==> src/rtl/lcd_spi_receiver_if.sv <==
// -----------------------------------------------------------------------------
// lcd_spi_receiver_if
// Byte stream leaving the LCD SPI receiver.
//   m_data    : received byte (FIFO head)
//   m_is_data : A0 level captured with the byte (0 = command, 1 = display data)
//   m_valid   : FIFO head valid
//   m_ready   : consumer accepts the head when m_valid and m_ready are both high
// Modports: master = receiver side, slave = consumer side.
// -----------------------------------------------------------------------------
interface lcd_spi_receiver_if;
    logic [7:0] m_data;
    logic       m_is_data;
    logic       m_valid;
    logic       m_ready;

    modport master (
        output m_data,
        output m_is_data,
        output m_valid,
        input  m_ready
    );

    modport slave (
        input  m_data,
        input  m_is_data,
        input  m_valid,
        output m_ready
    );
endinterface

==> src/rtl/lcd_spi_receiver.sv <==
// -----------------------------------------------------------------------------
// lcd_spi_receiver
// Target-side model of the LCD SPI link. Deserialises SCLK/MOSI/CS_N/A0/RST
// (asynchronous to clk) into bytes tagged as command or display data and
// queues them in a first-word-fall-through FIFO.
//
// Ports:
//   clk, rst          : system clock, synchronous active-high reset
//   spi_sclk/mosi     : SPI clock (sampled on rising edge) and data, MSB first
//   spi_cs_n          : active-low chip select
//   lcd_a0            : 0 = command, 1 = display data
//   lcd_rst_n         : active-low LCD reset pin
//   stream            : byte stream out (m_data, m_is_data, m_valid, m_ready)
//   fifo_level        : current FIFO occupancy (0..FIFO_DEPTH)
//   overrun           : sticky, a completed byte was dropped on a full FIFO
//   frame_err         : sticky, CS_N released with 1..7 bits shifted
//   lcd_in_reset      : synchronised lcd_rst_n is low
//   clr_status        : pulse clearing overrun/frame_err (a new event wins)
// -----------------------------------------------------------------------------
module lcd_spi_receiver #(
    parameter int FIFO_DEPTH  = 16,
    parameter int SYNC_STAGES = 2
) (
    input  logic                         clk,
    input  logic                         rst,
    input  logic                         spi_sclk,
    input  logic                         spi_mosi,
    input  logic                         spi_cs_n,
    input  logic                         lcd_a0,
    input  logic                         lcd_rst_n,
    lcd_spi_receiver_if.master           stream,
    output logic [$clog2(FIFO_DEPTH):0]  fifo_level,
    output logic                         overrun,
    output logic                         frame_err,
    output logic                         lcd_in_reset,
    input  logic                         clr_status
);

    localparam int AW = $clog2(FIFO_DEPTH);
    localparam int LW = AW + 1;

    // Pin vector layout and the idle level each synchroniser resets to, so
    // that releasing rst does not look like CS_N or LCD reset asserting.
    localparam int P_SCLK  = 4;
    localparam int P_MOSI  = 3;
    localparam int P_CS_N  = 2;
    localparam int P_A0    = 1;
    localparam int P_RST_N = 0;
    localparam logic [4:0] PIN_IDLE = 5'b00101;

    typedef enum logic [1:0] {
        ST_IDLE,
        ST_SHIFT,
        ST_LCDRST
    } state_t;

    // ---------------- synchronisers ----------------
    logic [SYNC_STAGES-1:0][4:0] sync_reg;
    logic [4:0]                  pins_s;
    logic                        sclk_d_reg;
    logic                        sclk_s, mosi_s, cs_s, a0_s, lcd_rst_s;
    logic                        rise;

    always_ff @(posedge clk) begin
        if (rst) begin
            sync_reg   <= {SYNC_STAGES{PIN_IDLE}};
            sclk_d_reg <= 1'b0;
        end else begin
            sync_reg   <= {sync_reg[SYNC_STAGES-2:0],
                           {spi_sclk, spi_mosi, spi_cs_n, lcd_a0, lcd_rst_n}};
            sclk_d_reg <= sclk_s;
        end
    end

    assign pins_s    = sync_reg[SYNC_STAGES-1];
    assign sclk_s    = pins_s[P_SCLK];
    assign mosi_s    = pins_s[P_MOSI];
    assign cs_s      = pins_s[P_CS_N];
    assign a0_s      = pins_s[P_A0];
    assign lcd_rst_s = pins_s[P_RST_N];
    assign rise      = sclk_s & ~sclk_d_reg;

    // ---------------- deserialiser FSM ----------------
    state_t     state_reg;
    logic [2:0] bit_cnt_reg;
    logic [7:0] shift_reg;
    logic [7:0] byte_data_reg;
    logic       byte_is_data_reg;
    logic       byte_done_reg;
    logic       lcd_in_reset_reg;
    logic       frame_evt;

    // A partial byte is a framing error only when CS_N ends the transfer;
    // an LCD reset discarding it takes priority and is not an error.
    assign frame_evt = (state_reg == ST_SHIFT) && lcd_rst_s && cs_s &&
                       (bit_cnt_reg != 3'd0);

    always_ff @(posedge clk) begin
        if (rst) begin
            state_reg        <= ST_IDLE;
            bit_cnt_reg      <= 3'd0;
            shift_reg        <= 8'd0;
            byte_data_reg    <= 8'd0;
            byte_is_data_reg <= 1'b0;
            byte_done_reg    <= 1'b0;
            lcd_in_reset_reg <= 1'b0;
        end else begin
            byte_done_reg    <= 1'b0;
            lcd_in_reset_reg <= ~lcd_rst_s;
            if (!lcd_rst_s) begin
                state_reg   <= ST_LCDRST;
                bit_cnt_reg <= 3'd0;
                shift_reg   <= 8'd0;
            end else begin
                case (state_reg)
                    ST_LCDRST: state_reg <= ST_IDLE;
                    ST_IDLE: begin
                        if (!cs_s) state_reg <= ST_SHIFT;
                    end
                    ST_SHIFT: begin
                        if (cs_s) begin
                            state_reg   <= ST_IDLE;
                            bit_cnt_reg <= 3'd0;
                            shift_reg   <= 8'd0;
                        end else if (rise) begin
                            shift_reg <= {shift_reg[6:0], mosi_s};
                            if (bit_cnt_reg == 3'd7) begin
                                bit_cnt_reg      <= 3'd0;
                                byte_done_reg    <= 1'b1;
                                byte_data_reg    <= {shift_reg[6:0], mosi_s};
                                byte_is_data_reg <= a0_s;
                            end else begin
                                bit_cnt_reg <= bit_cnt_reg + 3'd1;
                            end
                        end
                    end
                    default: state_reg <= ST_IDLE;
                endcase
            end
        end
    end

    // ---------------- output FIFO ----------------
    // Storage RAM plus a head register. fifo_level counts both, so a byte
    // sits in the RAM for one cycle before it is presented on m_data.
    logic [8:0]    mem [FIFO_DEPTH];
    logic [AW-1:0] wr_ptr_reg, rd_ptr_reg;
    logic [LW-1:0] mem_cnt_reg, level_reg;
    logic [7:0]    m_data_reg;
    logic          m_is_data_reg, m_valid_reg;
    logic          overrun_reg, frame_err_reg;
    logic          full, pop, push_ok, load, overrun_evt;

    assign full        = (level_reg == LW'(FIFO_DEPTH));
    assign pop         = m_valid_reg & stream.m_ready;
    // A pop in the same cycle frees the slot, so full + pop + push succeeds.
    assign push_ok     = byte_done_reg & (~full | pop);
    assign overrun_evt = byte_done_reg & full & ~pop;
    assign load        = (mem_cnt_reg != '0) & (~m_valid_reg | pop);

    always_ff @(posedge clk) begin
        if (push_ok && !rst) begin
            mem[wr_ptr_reg] <= {byte_is_data_reg, byte_data_reg};
        end
    end

    always_ff @(posedge clk) begin
        if (rst) begin
            wr_ptr_reg    <= '0;
            rd_ptr_reg    <= '0;
            mem_cnt_reg   <= '0;
            level_reg     <= '0;
            m_data_reg    <= 8'd0;
            m_is_data_reg <= 1'b0;
            m_valid_reg   <= 1'b0;
            overrun_reg   <= 1'b0;
            frame_err_reg <= 1'b0;
        end else begin
            if (push_ok) wr_ptr_reg <= wr_ptr_reg + AW'(1);
            if (load) begin
                {m_is_data_reg, m_data_reg} <= mem[rd_ptr_reg];
                rd_ptr_reg                  <= rd_ptr_reg + AW'(1);
                m_valid_reg                 <= 1'b1;
            end else if (pop) begin
                m_valid_reg <= 1'b0;
            end
            mem_cnt_reg   <= mem_cnt_reg + LW'(push_ok) - LW'(load);
            level_reg     <= level_reg + LW'(push_ok) - LW'(pop);
            overrun_reg   <= overrun_evt | (overrun_reg & ~clr_status);
            frame_err_reg <= frame_evt | (frame_err_reg & ~clr_status);
        end
    end

    assign stream.m_data    = m_data_reg;
    assign stream.m_is_data = m_is_data_reg;
    assign stream.m_valid   = m_valid_reg;
    assign fifo_level       = level_reg;
    assign overrun          = overrun_reg;
    assign frame_err        = frame_err_reg;
    assign lcd_in_reset     = lcd_in_reset_reg;

endmodule
==> src/flat_wrapper.sv <==
// flat-port wrapper written by rule: the top's interface ports become plain ports
module lcd_spi_receiver_flat 
#(
    parameter int FIFO_DEPTH  = 16,
    parameter int SYNC_STAGES = 2
)
  (clk, rst, spi_sclk, spi_mosi, spi_cs_n, lcd_a0, lcd_rst_n, fifo_level, overrun, frame_err, lcd_in_reset, clr_status, stream_m_data, stream_m_is_data, stream_m_valid, stream_m_ready);
  lcd_spi_receiver_if stream_i ();
  input  logic clk;
  input  logic rst;
  input  logic spi_sclk;
  input  logic spi_mosi;
  input  logic spi_cs_n;
  input  logic lcd_a0;
  input  logic lcd_rst_n;
  output logic [$clog2(FIFO_DEPTH):0] fifo_level;
  output logic overrun;
  output logic frame_err;
  output logic lcd_in_reset;
  input  logic clr_status;
  output wire logic [$bits(stream_i.m_data)-1:0] stream_m_data;
  output wire logic [$bits(stream_i.m_is_data)-1:0] stream_m_is_data;
  output wire logic [$bits(stream_i.m_valid)-1:0] stream_m_valid;
  input wire logic [$bits(stream_i.m_ready)-1:0] stream_m_ready;
  assign stream_m_data = stream_i.m_data;
  assign stream_m_is_data = stream_i.m_is_data;
  assign stream_m_valid = stream_i.m_valid;
  assign stream_i.m_ready = stream_m_ready;
  lcd_spi_receiver #(.FIFO_DEPTH(FIFO_DEPTH), .SYNC_STAGES(SYNC_STAGES)) u_core (.clk(clk), .rst(rst), .spi_sclk(spi_sclk), .spi_mosi(spi_mosi), .spi_cs_n(spi_cs_n), .lcd_a0(lcd_a0), .lcd_rst_n(lcd_rst_n), .stream(stream_i), .fifo_level(fifo_level), .overrun(overrun), .frame_err(frame_err), .lcd_in_reset(lcd_in_reset), .clr_status(clr_status));
endmodule
==> config.mk <==
export PLATFORM = sky130hd
export DESIGN_NAME = lcd_spi_receiver_flat
export DESIGN_NICKNAME = d
export VERILOG_FILES = /design/src/rtl/lcd_spi_receiver_if.sv /design/src/rtl/lcd_spi_receiver.sv /design/src/flat_wrapper.sv
export SDC_FILE = /design/constraint.sdc
export NUM_CORES = 1
export LEC_CHECK = 0
export ABC_AREA = 1
export CORE_ASPECT_RATIO = 0.5
export CORE_MARGIN = 8
export CORE_UTILIZATION = 60
export DETAILED_ROUTE_END_ITERATION = 8
export DONT_BUFFER_PORTS = 1
export PLACE_DENSITY_LB_ADDON = 0.2
export SYNTH_ARGS = -nofsm -noshare
export SYNTH_HDL_FRONTEND = slang
export SYNTH_SLANG_ARGS = --single-unit
==> constraint.sdc <==
create_clock -name clk -period 3.7 [get_ports clk]
set_input_delay 0.185 -clock clk [delete_from_list [all_inputs] [get_ports clk]]
set_output_delay 0.185 -clock clk [all_outputs]
set_load 0.1 [all_outputs]
==> results_dict.tcl <==
set metrics [dict create \
    cap_violations 0 \
    rrSetupSlack_ps 1120 \
    netlist_area_mm2 0.00892 \
    synth_nets 949 \
    ctsHoldBuffers 10 \
    r2r-start "u_core.fifo_level[2]" \
    power_frac_seq_pct 46.9 \
    outcome "completed" \
    cp-startpoint "u_core.fifo_level[2]" \
    avgViaCountPerCell 5.32 \
    die_width_um 188 \
    worst_r2r_path_depth 8 \
    power.leakage_nw 4.19 \
    slew_violations 0 \
    fin_crit_sh_pct 69.8 \
    synth_top_family_by_area "simple AND/OR/NAND/NOR gates" \
    gp_congestion 0.803 \
    synth_area_per_cell_um2 9.72 \
    grt_pass1_wl_um 30100 \
    synth-compound-area-share_pct 2.79 \
    io_buffers 0 \
    fp-row-count 31 \
    core_mm2 0.0145 \
    insertion_delay_ps 480 \
    clk_pin_slew_worst_paths_ps 60 \
    grtUsageTotal_pct 20.0 \
    syn_inst 918 \
    dieArea_mm2 0.0193 \
    fmax_mhz 387 \
    cts_resized 0 \
    slowest_stage "nor2_1" \
    finalSetupTns_ps 0 \
    dr.pass1.iters 5 \
    synth-seq-area-share_pct 62.8 \
    fillers 1128 \
    start_kind "flip-flop" \
    placed_area_mm2 0.00906 \
    p_int_mw 4.04 \
    cts_setup_buffers 0 \
    regToRegEndpoint "u_core.mem[0][4]" \
    critPathKind "reg2reg" \
    holdWs_ps 85.1 \
    synth_top_area_share_pct 48.5 \
    pwr-share-comb_pct 26.2 \
    synth_area_leader_cell "edfxtp_1" \
    synth_mux_area_share_pct 0 \
    grt-ovfl-total 0 \
    ys_ff_latch 208 \
    drtIter0Drc 613 \
    cts_tree "built" \
    initial_utilization_pct 61.5 \
    grt_setup_unrepaired "no" \
    wl_per_cell_um 16.8 \
    fin_crit_ps 2580 \
    max-vdd-ir-drop_mv 0.524 \
    die_h_um 102 \
    hpwl_um 12000 \
    ios 27 \
    h-tree-depth 1 \
    power_frac_clock_pct 27.0 \
    crit_required_ps 3810 \
    cpPeakStageDelay_ps 610 \
    num_vias 6075 \
    drc_errors 0 \
    layout_setup_ws_ps 1120 \
    dp_slack_ps 1160 \
    design_area_mm2 0.00971 \
    endpoint "u_core.mem[0][4]" \
    power.density_mw_per_mm2 664 \
    clock_skew_ps 8.92 \
    synth_cell_types 30 \
    swShare_pct 37.4 \
    diodes 0 \
    worstPathArrival_ps 2690 \
    largest_reg_flops 144 \
    setup_violations 0 \
    finish.net_count 964 \
    cts_inserted_buffers 19 \
    hold_viol 0 \
    yosys_warnings 0 \
    max_slew.worst_pin.slew_ps 994 \
    crit_chain "buf_4 > inv_1 > ha_1 > nand4_1 > nand2_1 > nor2_1 > nand2_1 > nor2_1" \
    p_sw_mw 2.41 \
    cts.sinks 208 \
    synthAdderAreaFrac_pct 3.25 \
    synth_xor_xnor_area_share_pct 0.491 \
    wl_um 19200 \
    area_growth_pct 8.85 \
    grt_max_degree 75 \
    synthTopCellsByArea "edfxtp_1 (48%), dfxtp_1 (14%), nand2_1 (11%)" \
    grt_pass1_vias 5637 \
    yosys.area_share.simple_pct 22.1 \
    cts-root-buf "clkbuf_16" \
    drive_gt1_share_pct 6.15 \
    crit_fanout 9 \
    antenna_left 0 \
    cts_buffer_depth 3 \
    maxSlewHeadroom_pct 33.7 \
    hold_path_class "in2reg" \
    antenna_found_initial 0 \
    end_kind "flip-flop" \
]
-- critical path: cells and delay by family, from the launching register on --
family	cells	cell delay, ps
fa+ha+maj	1	200
buf+inv	2	400
flops	1	320
simple gates	5	1290
-- Yosys cell counts --
cell	n
buf_4	7
inv_2	4
nand2b_1	1
nand3_1	126
nor2_8	1
buf_6	9
o21ai_0	12
o21bai_1	2
fa_1	2
edfxtp_1	144
ha_1	20
nand2_1	259
clkbuf_2	1
nor2_1	62
nand2_4	2
nor2_4	1
inv_1	127
xnor2_1	2
dfxtp_1	64
nor3_1	6
buf_2	13
a31oi_1	3
clkbuf_4	1
clkbuf_8	1
nand4_1	1
clkbuf_1	6
xor2_1	3
nand2_2	3
a21oi_1	31
or2_2	4
-- power groups by stage --
stage	Sequential [mW]	Clock, mW	Combinational (mW)
final	3.02	1.74	1.69
after global routing	3.03	1.85	1.90
after CTS	3.03	1.77	1.67
after detailed placement	3.07	0	1.65
after global placement	3.07	0	1.61
after floorplan	3.21	0	1.22
-- how the worst min path moves through the flow --
stage | from | endpoint | slack (ps) | cells after the start
after floorplan | lcd_rst_n | u_core.sync_reg[0] | 290 | 1
after global placement | rst | u_core.state_reg[1] | 260 | 1
after detailed placement | rst | u_core.state_reg[1] | 260 | 1
after CTS | rst | u_core.overrun | 0.4 | 2
after global routing | rst | u_core.mem[7][8] | 80 | 2
final | rst | u_core.mem[15][7] | 90 | 2
-- placed cells by master (no fill, tap or decap), types with 2 or more instances in the layout --
master	instances
a21oi_1	31
a31oi_1	3
buf_4	21
clkbuf_1	8
clkbuf_16	19
clkinv_1	3
dfxtp_1	63
dlygate4sd3_1	10
edfxtp_1	144
fa_1	2
ha_1	20
inv_1	127
inv_2	4
nand2_1	259
nand2_2	3
nand2_4	2
nand3_1	126
nor2_1	62
nor3_1	6
o21ai_0	12
o21bai_1	2
or2_2	4
xnor2_1	2
xor2_1	3
-- area by class of cell --
cell class | count | area [um^2] | share of cell area (%)
clock buffer | 28 | 519 | 5.35
clock inverter | 3 | 11.3 | 0.116
inverter | 131 | 492 | 5.06
multi-input combinational | 541 | 2560 | 26.3
sequential | 208 | 5610 | 57.7
tap | 198 | 248 | 2.55
timing repair buffer | 32 | 278 | 2.86
-- metal layers --
layer,global-route usage (%),part of all wire [%]
met1,28.4,46
met2,31.4,43
met3,4.84,9.9
met4,3.22,1.3
met5,0,0
-- per-stage QoR --
step / power [mW] / instances / utilization (%)
2_1_floorplan: 4.43 / 918 / -
3_3_place_gp: 4.68 / 1099 / 62.5
5_1_grt: 6.78 / 1141 / 67.0
6_report: 6.45 / 1141 / 67.0
3_5_place_dp: 4.72 / 1099 / 62.5
4_1_cts: 6.46 / 1140 / 66.9
-- logic make-up (layout without fill, tap and decap cells) --
kind of cell / after synthesis / count (layout)
AND/OR/NAND/NOR: 466 / 466
flip-flops: 208 / 208
buffers and inverters: 169 / 194
AO/OA/AOI/OAI: 48 / 48
adder cells (fa/ha/maj): 22 / 22
XOR/XNOR: 5 / 5
Power figures use the tool's default switching activity.
